<file path="config.mk">
export PLATFORM = sky130hd
export DESIGN_NAME = stopwatch_lap_core
export DESIGN_NICKNAME = d
export VERILOG_FILES = /design/src/rtl/sw_pkg.sv /design/src/rtl/sw_tick_gen.sv /design/src/rtl/stopwatch_lap_core.sv
export SDC_FILE = /design/constraint.sdc
export NUM_CORES = 1
export LEC_CHECK = 0
export CAP_MARGIN = 30
export CORE_ASPECT_RATIO = 1.2
export CORE_UTILIZATION = 50
export DETAILED_ROUTE_END_ITERATION = 7
export GPL_ROUTABILITY_DRIVEN = 0
export PLACE_DENSITY = 0.68
export REMOVE_ABC_BUFFERS = 1
export SYNTH_ARGS = -nofsm -noshare
export SYNTH_HDL_FRONTEND = slang
export SYNTH_SLANG_ARGS = --single-unit
</file>
<file path="constraint.sdc">
create_clock -name clk -period 2.5 [get_ports clk]
set_input_delay 0.5 -clock clk [delete_from_list [all_inputs] [get_ports clk]]
set_output_delay 0.5 -clock clk [all_outputs]
set_load 0.005 [all_outputs]
</file>
<file path="src/rtl/sw_pkg.sv">
// Shared types and helpers for the MM:SS stopwatch: state encoding,
// BCD increment, seven-segment decode and active-low anode patterns.
package sw_pkg;

  typedef enum logic [1:0] {
    ST_RUN    = 2'd0,
    ST_PAUSED = 2'd1,
    ST_ADJUST = 2'd2
  } sw_state_e;

  localparam logic [6:0] SEG_BLANK = 7'b1111111;
  localparam logic [3:0] SEL_NONE  = 4'b1111;
  localparam logic [3:0] SEL_DIG0  = 4'b1110;
  localparam logic [3:0] SEL_DIG1  = 4'b1101;
  localparam logic [3:0] SEL_DIG2  = 4'b1011;
  localparam logic [3:0] SEL_DIG3  = 4'b0111;

  function automatic logic [3:0] sel_for_idx(input logic [1:0] idx);
    logic [3:0] s;
    case (idx)
      2'd0:    s = SEL_DIG0;
      2'd1:    s = SEL_DIG1;
      2'd2:    s = SEL_DIG2;
      default: s = SEL_DIG3;
    endcase
    return s;
  endfunction

  // Active-low {g,f,e,d,c,b,a}; anything outside 0-9 is blanked.
  function automatic logic [6:0] bcd_to_seg(input logic [3:0] d);
    logic [6:0] s;
    case (d)
      4'd0:    s = 7'b1000000;
      4'd1:    s = 7'b1111001;
      4'd2:    s = 7'b0100100;
      4'd3:    s = 7'b0110000;
      4'd4:    s = 7'b0011001;
      4'd5:    s = 7'b0010010;
      4'd6:    s = 7'b0000010;
      4'd7:    s = 7'b1111000;
      4'd8:    s = 7'b0000000;
      4'd9:    s = 7'b0010000;
      default: s = SEG_BLANK;
    endcase
    return s;
  endfunction

  // Two-digit BCD {tens,ones} increment modulo 60.
  function automatic logic [7:0] bcd60_inc(input logic [7:0] v);
    if (v[3:0] == 4'd9) begin
      if (v[7:4] == 4'd5) return 8'h00;
      return {v[7:4] + 4'd1, 4'd0};
    end
    return {v[7:4], v[3:0] + 4'd1};
  endfunction

endpackage

</file>
<file path="src/rtl/sw_tick_gen.sv">
// Free-running 0..N-1 cycle counter; tick is high for the single cycle at N-1.
// clr holds the count at 0 and suppresses the tick.
module sw_tick_gen #(
  parameter int unsigned N = 10
) (
  input  logic clk,
  input  logic RESET,
  input  logic clr,
  output logic tick
);

  localparam int unsigned W = (N > 1) ? $clog2(N) : 1;
  localparam logic [W-1:0] LAST = W'(N - 1);

  logic [W-1:0] cnt_q, cnt_d;

  always_comb begin
    if (clr || (cnt_q == LAST)) cnt_d = '0;
    else                        cnt_d = cnt_q + 1'b1;
  end

  always_ff @(posedge clk) begin
    if (RESET) cnt_q <= '0;
    else       cnt_q <= cnt_d;
  end

  assign tick = (cnt_q == LAST) && !clr;

endmodule

</file>
<file path="src/rtl/stopwatch_lap_core.sv">
// MM:SS stopwatch with run/pause, field adjust, lap hold and a registered
// multiplexed 4-digit seven-segment driver.
//   state     | meaning
//   ST_RUN    | seconds advance on every one-Hz tick
//   ST_PAUSED | time frozen, display still scanning
//   ST_ADJUST | ADJ high; selected field steps on two-Hz ticks, saved_q holds return state
module stopwatch_lap_core
  import sw_pkg::*;
#(
  parameter int unsigned ONE_HZ_CYC = 100_000_000,
  parameter int unsigned TWO_HZ_CYC = 50_000_000,
  parameter int unsigned SCAN_CYC   = 200_000,
  parameter int unsigned BLINK_CYC  = 25_000_000
) (
  input  logic       clk,
  input  logic       RESET,
  input  logic       PAUSE,
  input  logic       LAP,
  input  logic       ADJ,
  input  logic       SEL,
  output logic [6:0] dispDigit,
  output logic [3:0] selector
);

  sw_state_e  state_q, state_d, saved_q, saved_d;
  logic [7:0] sec_q, sec_d, min_q, min_d;
  logic [7:0] snap_sec_q, snap_sec_d, snap_min_q, snap_min_d;
  logic       lap_q, lap_d;
  logic       pause_prev_q, lap_prev_q;
  logic [1:0] idx_q;
  logic       blink_q;
  logic [3:0] sel_q, sel_d;
  logic [6:0] seg_q, seg_d;

  logic tick_one, tick_two, tick_scan, tick_blink;
  logic one_clr, pause_edge, lap_edge, blank;
  logic [7:0] src_sec, src_min;
  logic [3:0] digit;

  // Cleared for the whole adjust session and the return cycle so counting restarts from 0.
  assign one_clr = ADJ || (state_q == ST_ADJUST);

  sw_tick_gen #(.N(ONE_HZ_CYC)) u_tick_one   (.clk(clk), .RESET(RESET), .clr(one_clr), .tick(tick_one));
  sw_tick_gen #(.N(TWO_HZ_CYC)) u_tick_two   (.clk(clk), .RESET(RESET), .clr(1'b0),    .tick(tick_two));
  sw_tick_gen #(.N(SCAN_CYC))   u_tick_scan  (.clk(clk), .RESET(RESET), .clr(1'b0),    .tick(tick_scan));
  sw_tick_gen #(.N(BLINK_CYC))  u_tick_blink (.clk(clk), .RESET(RESET), .clr(1'b0),    .tick(tick_blink));

  assign pause_edge = PAUSE && !pause_prev_q;
  assign lap_edge   = LAP && !lap_prev_q;

  always_comb begin
    state_d    = state_q;
    saved_d    = saved_q;
    sec_d      = sec_q;
    min_d      = min_q;
    lap_d      = lap_q;
    snap_sec_d = snap_sec_q;
    snap_min_d = snap_min_q;
    if (ADJ) begin
      if (state_q != ST_ADJUST) saved_d = state_q;
      state_d = ST_ADJUST;
      lap_d   = 1'b0;
      if (tick_two) begin
        if (SEL) sec_d = bcd60_inc(sec_q);
        else     min_d = bcd60_inc(min_q);
      end
    end else if (state_q == ST_ADJUST) begin
      state_d = saved_q;
    end else begin
      // Snapshot uses the pre-increment time when a tick lands on the same cycle.
      if (lap_edge) begin
        lap_d = !lap_q;
        if (!lap_q) begin
          snap_sec_d = sec_q;
          snap_min_d = min_q;
        end
      end
      if ((state_q == ST_RUN) && tick_one) begin
        sec_d = bcd60_inc(sec_q);
        if (sec_q == 8'h59) min_d = bcd60_inc(min_q);
      end
      if (pause_edge) state_d = (state_q == ST_RUN) ? ST_PAUSED : ST_RUN;
    end
  end

  assign src_sec = lap_q ? snap_sec_q : sec_q;
  assign src_min = lap_q ? snap_min_q : min_q;

  always_comb begin
    case (idx_q)
      2'd0:    digit = src_sec[3:0];
      2'd1:    digit = src_sec[7:4];
      2'd2:    digit = src_min[3:0];
      default: digit = src_min[7:4];
    endcase
    blank = ADJ && blink_q && (SEL ? !idx_q[1] : idx_q[1]);
    sel_d = blank ? SEL_NONE  : sel_for_idx(idx_q);
    seg_d = blank ? SEG_BLANK : bcd_to_seg(digit);
  end

  always_ff @(posedge clk) begin
    if (RESET) begin
      state_q      <= ST_RUN;
      saved_q      <= ST_RUN;
      sec_q        <= 8'h00;
      min_q        <= 8'h00;
      snap_sec_q   <= 8'h00;
      snap_min_q   <= 8'h00;
      lap_q        <= 1'b0;
      pause_prev_q <= 1'b0;
      lap_prev_q   <= 1'b0;
      idx_q        <= 2'd0;
      blink_q      <= 1'b0;
      sel_q        <= SEL_DIG0;
      seg_q        <= bcd_to_seg(4'd0);
    end else begin
      state_q      <= state_d;
      saved_q      <= saved_d;
      sec_q        <= sec_d;
      min_q        <= min_d;
      snap_sec_q   <= snap_sec_d;
      snap_min_q   <= snap_min_d;
      lap_q        <= lap_d;
      pause_prev_q <= PAUSE;
      lap_prev_q   <= LAP;
      idx_q        <= idx_q + {1'b0, tick_scan};
      blink_q      <= blink_q ^ tick_blink;
      sel_q        <= sel_d;
      seg_q        <= seg_d;
    end
  end

  assign selector  = sel_q;
  assign dispDigit = seg_q;

endmodule

</file>
After elaboration in Yosys (flattened, before gate mapping)
Memory sizes are Yosys's and may differ from the RTL's.
Cells that the tools add are included.
Widths: inputs -> output; s select.
Word-level totals
  word-level logic and storage cells: 156
  bits in registers: 149
  memories: 1
  ROM bits: 112
Memories
  (name not given): words 16, bits a word 7, read ports 1, clocked after memory_dff 0, wr ports 0, line sw_pkg.sv:32  | case (d)
Cells by class
  reduce and logical (&&, ||, !) cells: 34
  bitwise logic cells: 3
  muxes and demuxes: 68
  equality and inequality tests: 19
  add/sub/neg operators: 9
Operator list (number)
  $mux 8: 27
  $mux 1: 35
  $add 27x1->27 const B: 1
  $eq 27x27->1 const B: 1
  $add 26x1->26 const B: 1
  $eq 26x26->1 const B: 1
  $add 25x1->25 const B: 1
  $eq 25x25->1 const B: 1
  $pmux 4 s3: 2
  $add 18x1->18 const B: 1
  $eq 18x18->1 const B: 1
  $add 4x1->4 const B: 4
  $reduce_or 2->1: 6
  $reduce_bool 2->1: 5
  $eq 4x3->1 const B: 2
  $eq 4x4->1 const B: 2
  $eq 8x7->1 const B: 1
  $ne 2x1->1 const B: 4
  $reduce_and 7->1: 1
  $logic_and 1x1->1: 6
  $mux 2: 3
  $mux 6: 1
  $ne 2x2->1 const B: 3
  $reduce_and 6->1: 1
  13 further kinds: 22

Longest topological paths before layout
  word-level depth: 15
  gate-level depth with buffers: 8
  gate-level depth less buffers: 7

Modules after synthesis
A second synthesis with hierarchy kept.
Unflattened totals
  cell total of the unflattened synthesis: 787
  area total of the unflattened synthesis: 7133.1 um^2
Modules (own cells, without submodules)
  stopwatch_lap_core: area each 2570.0 um^2, seq. area each 1061.0 um^2, times used 1, cells an instance 261
  sw_tick_gen at u_tick_one: area each 1321.3 um^2, seq. area each 540.5 um^2, times used 1, cells an instance 152
  sw_tick_gen at u_tick_two: area each 1208.7 um^2, seq. area each 520.5 um^2, times used 1, cells an instance 139
  sw_tick_gen at u_tick_blink: area each 1179.9 um^2, seq. area each 500.5 um^2, times used 1, cells an instance 139
  sw_tick_gen at u_tick_scan: area each 853.3 um^2, seq. area each 360.3 um^2, times used 1, cells an instance 96

Least setup slack after synthesis
Ideal clock, no wire load.
  kind: reg2reg
  start: register idx_q[0]
  end: register seg_q[1], in the netlist dispDigit[1]
  path buffers: 1
  slack: -42 ps
  required time: 2430 ps
  data arrival time: 2472 ps
  library setup time: 70 ps
  period minus slack after synthesis: 2542 ps
  stages on the path, launching flop included: 9
  cells stage by stage: dfxtp_1 buf_1 mux4_2 mux2i_1 inv_1 ha_1 o21ai_0 o21ai_0 a21oi_1
On the way
  word-level cells in the longest chain between the ends: 4
  elaborated cells on any way between the ends: 6
Ends and longest elaborated chain
  start: declaration: line stopwatch_lap_core.sv:30  | logic [1:0] idx_q;
  start signal: assignment: line stopwatch_lap_core.sv:126  | idx_q <= idx_q + {1'b0, tick_scan};
  $eq 2x2->1, or another cell as far along: line stopwatch_lap_core.sv:90  | case (idx_q)
  $pmux 4 s3 (*): line stopwatch_lap_core.sv:90
  $mem_v2 16x7 (*)
  $mux 6 (*): line stopwatch_lap_core.sv:98  | seg_d = blank ? SEG_BLANK : bcd_to_seg(digit);
  end signal: assignment: line stopwatch_lap_core.sv:115  | seg_q <= bcd_to_seg(4'd0);
  end signal: assignment: line stopwatch_lap_core.sv:129  | seg_q <= seg_d;
  end: declaration: line stopwatch_lap_core.sv:33  | logic [6:0] seg_q, seg_d;
Every way passes the cells marked *; elsewhere a longest branch is shown, timed or not.
A chain may end at the register's enable or synchronous reset.

Worst setup path after layout
  start: register u_tick_one.cnt_q[12]
  end: register min_q[7]
On the way
  word-level cells in the longest chain between the ends: 5
Ends and longest elaborated chain
  start: declaration: line sw_tick_gen.sv:15  | logic [W-1:0] cnt_q, cnt_d;
  start signal: assignment: line sw_tick_gen.sv:24  | else cnt_q <= cnt_d;
  $eq 27x27->1: line sw_tick_gen.sv:27  | assign tick = (cnt_q == LAST) && !clr;
  $logic_and 1x1->1: line sw_tick_gen.sv:27
  $logic_and 1x1->1: line stopwatch_lap_core.sv:78  | if ((state_q == ST_RUN) && tick_one) begin
  $reduce_bool 2->1 (no line)
  $reduce_and 7->1 (no line)
  end signal: assignment: line stopwatch_lap_core.sv:120  | min_q <= min_d;
  end: declaration: line stopwatch_lap_core.sv:26  | logic [7:0] sec_q, sec_d, min_q, min_d;
Every way passes these cells.

==> run summary <==
Mean Syn Cell Area: 9.11 um^2
post-synthesis instance total: 743
CTS Buf Count: 17
r2r setup slk: 0.02 ns
Avg WL per Cell: 14.0 um
TritonCTS clock tree: yes
Setup Fix Bufs, Post-CTS: 0
via count: 5342
Top FF cell, synth: dfxtp_1
Seq cells post-synth: 149
most area-consuming cells after synthesis: dfxtp_1 44%, nor2_1 7.3%, xor2_1 5.8%, xnor2_1 5.7%, mux2i_1 3.3%
Crit Path Max Fanout: 12
Lkg Pwr: 0.00303 uW
core area: 0.0132 mm^2
final total power: 5060 uW
share of post-route cells with drive strength above 1: 12.1%
VDD IR max: 0.494 mV
first-pass GRT wire length: 23400 um
Seq/Total Area, Yosys: 44.1%
initial core utilization: 51.1%
Worst Max-Slew Pin Slew: 0.565 ns
Port-buffer cells: 16
most common cell after layout, fill and taps aside: dfxtp_1
initial antenna violation count: 0
Synth cell types: 51
top cell type by total area after synthesis: dfxtp_1
Setup TNS: 0 ns
Cell Area, Synth: 0.00677 mm^2
synth warn: 0
WP data required: 2.81 ns
Async SR Flop Fraction: 0%
min Tclk post-route: 2.48 ns
stages on the worst setup path: 5
vias in the first global route: 5163
worst-path cell chain: or4b_1, or4_4, o32a_4, or3_4, mux2_4
worst path bufs/invs: 0
critical path's top delay family: simple AND/OR/NAND/NOR gates
slowest cell on the critical path: or4b_1
full die area: 0.0140 mm^2
Detailed Place HPWL: 9640 um
Worst R2R Path Depth: 5
Clk Latency, worst-skew pair: 0.43 ns
FP Rows: 46
clk slew on worst S/H paths: 0.06 ns
RSZ-0062 raised after global routing: true
synthesis-to-finish area growth: 18.0%
Critical Path Sink Type: flop
Final Max Slew Viols: 0
Die W: 108 um
biggest cell delay along the critical path: 0.52 ns
Top Ports: 17
Post-synth EDFFs: 0
Synth top area share: 44.1%
largest net degree at the start of global routing: 28
post-route ant nets: 0
final wirelength: 13700 um
DR vias/cell: 5.47
post-route design area: 0.00798 mm^2
Hold Vio Cnt, Final: 0
CTS root buf: clkbuf_16
power per cell area: 634 mW/mm^2
H-tree depth: 4
Fmax achieved: 403 MHz
hold buffer count at CTS: 0
Cell Count, Final, Fillers Out: 977
Min-Delay Path Class: primary input to flop
Post-Route Skew: 0.00897 ns
WS Path Type: flop to flop
Setup-failing EPs final: 0
placed cells: 945
clk buf depth: 2
status: completed
most frequent cells in the layout: 148 x dfxtp_1, 132 x nor2_1, 45 x xor2_1
Worst EP arrival: 2.79 ns
startpoint class of the critical path: flop
Net count, final: 816
Placement Cell Area: 0.00739 mm^2
Antenna Cells: 0
1st-pass router iterations: 4
final hold slack: 0.281 ns
Die Y-Extent: 129 um
GR Overflow Total: 0
clock sinks: 149
DRC errors left: 0
hold path depth: 2
number of max-cap violations: 0
detailed router's first-iteration violation count: 292
Slew HR: 62.0%
Total GRT Usage: 21.1%
fin crit share: 99.3%
## registers in the layout, indices dropped and copies added (netlist names)
name                cells
u_tick_scan.cnt_q      18
selector                4
dispDigit               7
idx_q                   2
lap_q                   1
lap_prev_q              1
u_tick_one.cnt_q       27
snap_min_q              8
u_tick_blink.cnt_q     25
sec_q                   8
min_q                   8
pause_prev_q            1
state_q                 2
u_tick_two.cnt_q       26
saved_q                 2
blink_q                 1
snap_sec_q              8
## cell families (layout without fill, tap and decap cells)
kind of cell / Yosys count / in the layout / synth area share, %
muxes: 38 / 38 / 7.30
AOI/OAI and AO/OA: 52 / 52 / 4.83
adders and majority gates: 14 / 14 / 2.59
buffers and inverters: 45 / 111 / 2.55
xor gates and xnor gates: 89 / 89 / 11.5
DFF: 149 / 149 / 44.1
and+or+nand+nor: 356 / 356 / 27.1
## layer usage
metal	GRT usage [%]	wire [um]
met1	24.1	6120
met2	37.2	6970
met3	5.84	415
met4	7.66	147
met5	0	0
## worst paths after layout
path / startpoint / to
max: u_tick_one.cnt_q[12] / min_q[7]
min: RESET / idx_q[0]
max reg2reg: u_tick_one.cnt_q[12] / min_q[7]
min reg2reg: u_tick_blink.cnt_q[0] / u_tick_blink.cnt_q[0]
## per-stage QoR
step	utilization [%]	worst slack, ns
after floorplan	-	-0.124
after CTS	60.3	0.00874
final	60.3	0.0181
after global routing	60.3	-0.0163
after global placement	55.8	-0.227
after detailed placement	55.8	-0.216
## cell usage after synthesis, types with 3 or more instances
library cell / n
nor3_1: 23
and3b_1: 5
nand2_1: 39
and3_1: 16
dfxtp_1: 149
or3_1: 9
and4_1: 16
nand2b_1: 3
nand4_1: 31
a21oi_1: 17
clkbuf_1: 17
and2_1: 6
nand3_1: 32
o21ai_0: 17
or4_1: 4
a31oi_1: 4
mux4_2: 8
nor4_1: 6
nand3b_1: 4
nor4bb_1: 3
nor2b_1: 14
buf_1: 5
ha_1: 14
buf_2: 3
nor2_1: 132
inv_1: 20
mux2i_1: 22
mux2_2: 7
xnor2_1: 44
xor2_1: 45
nor3b_1: 5
## area by class of cell
class	instances	area [um^2]
fillers	1160	5260
repair buffers	59	503
clock buffers	23	488
inverters	20	75.1
clock inverters	9	100
well taps	168	210
multi-input cells	549	3620
flip-flops and latches	149	2980
## repair_timing
item | 4_1_cts | 5_1_grt
setup endpoints to repair | 1 | 7
pin swaps | 1 | 0
resized for setup | 0 | 3
## report_power, final
part           total [uW]  leakage [uW]  switching [uW]  internal [uW]
clock                2510      0.000289             946           1560
combinational         141       0.00154            83.2           57.7
sequential           2410       0.00120            16.9           2390
No activity file was read; power rests on OpenSTA's default activity.
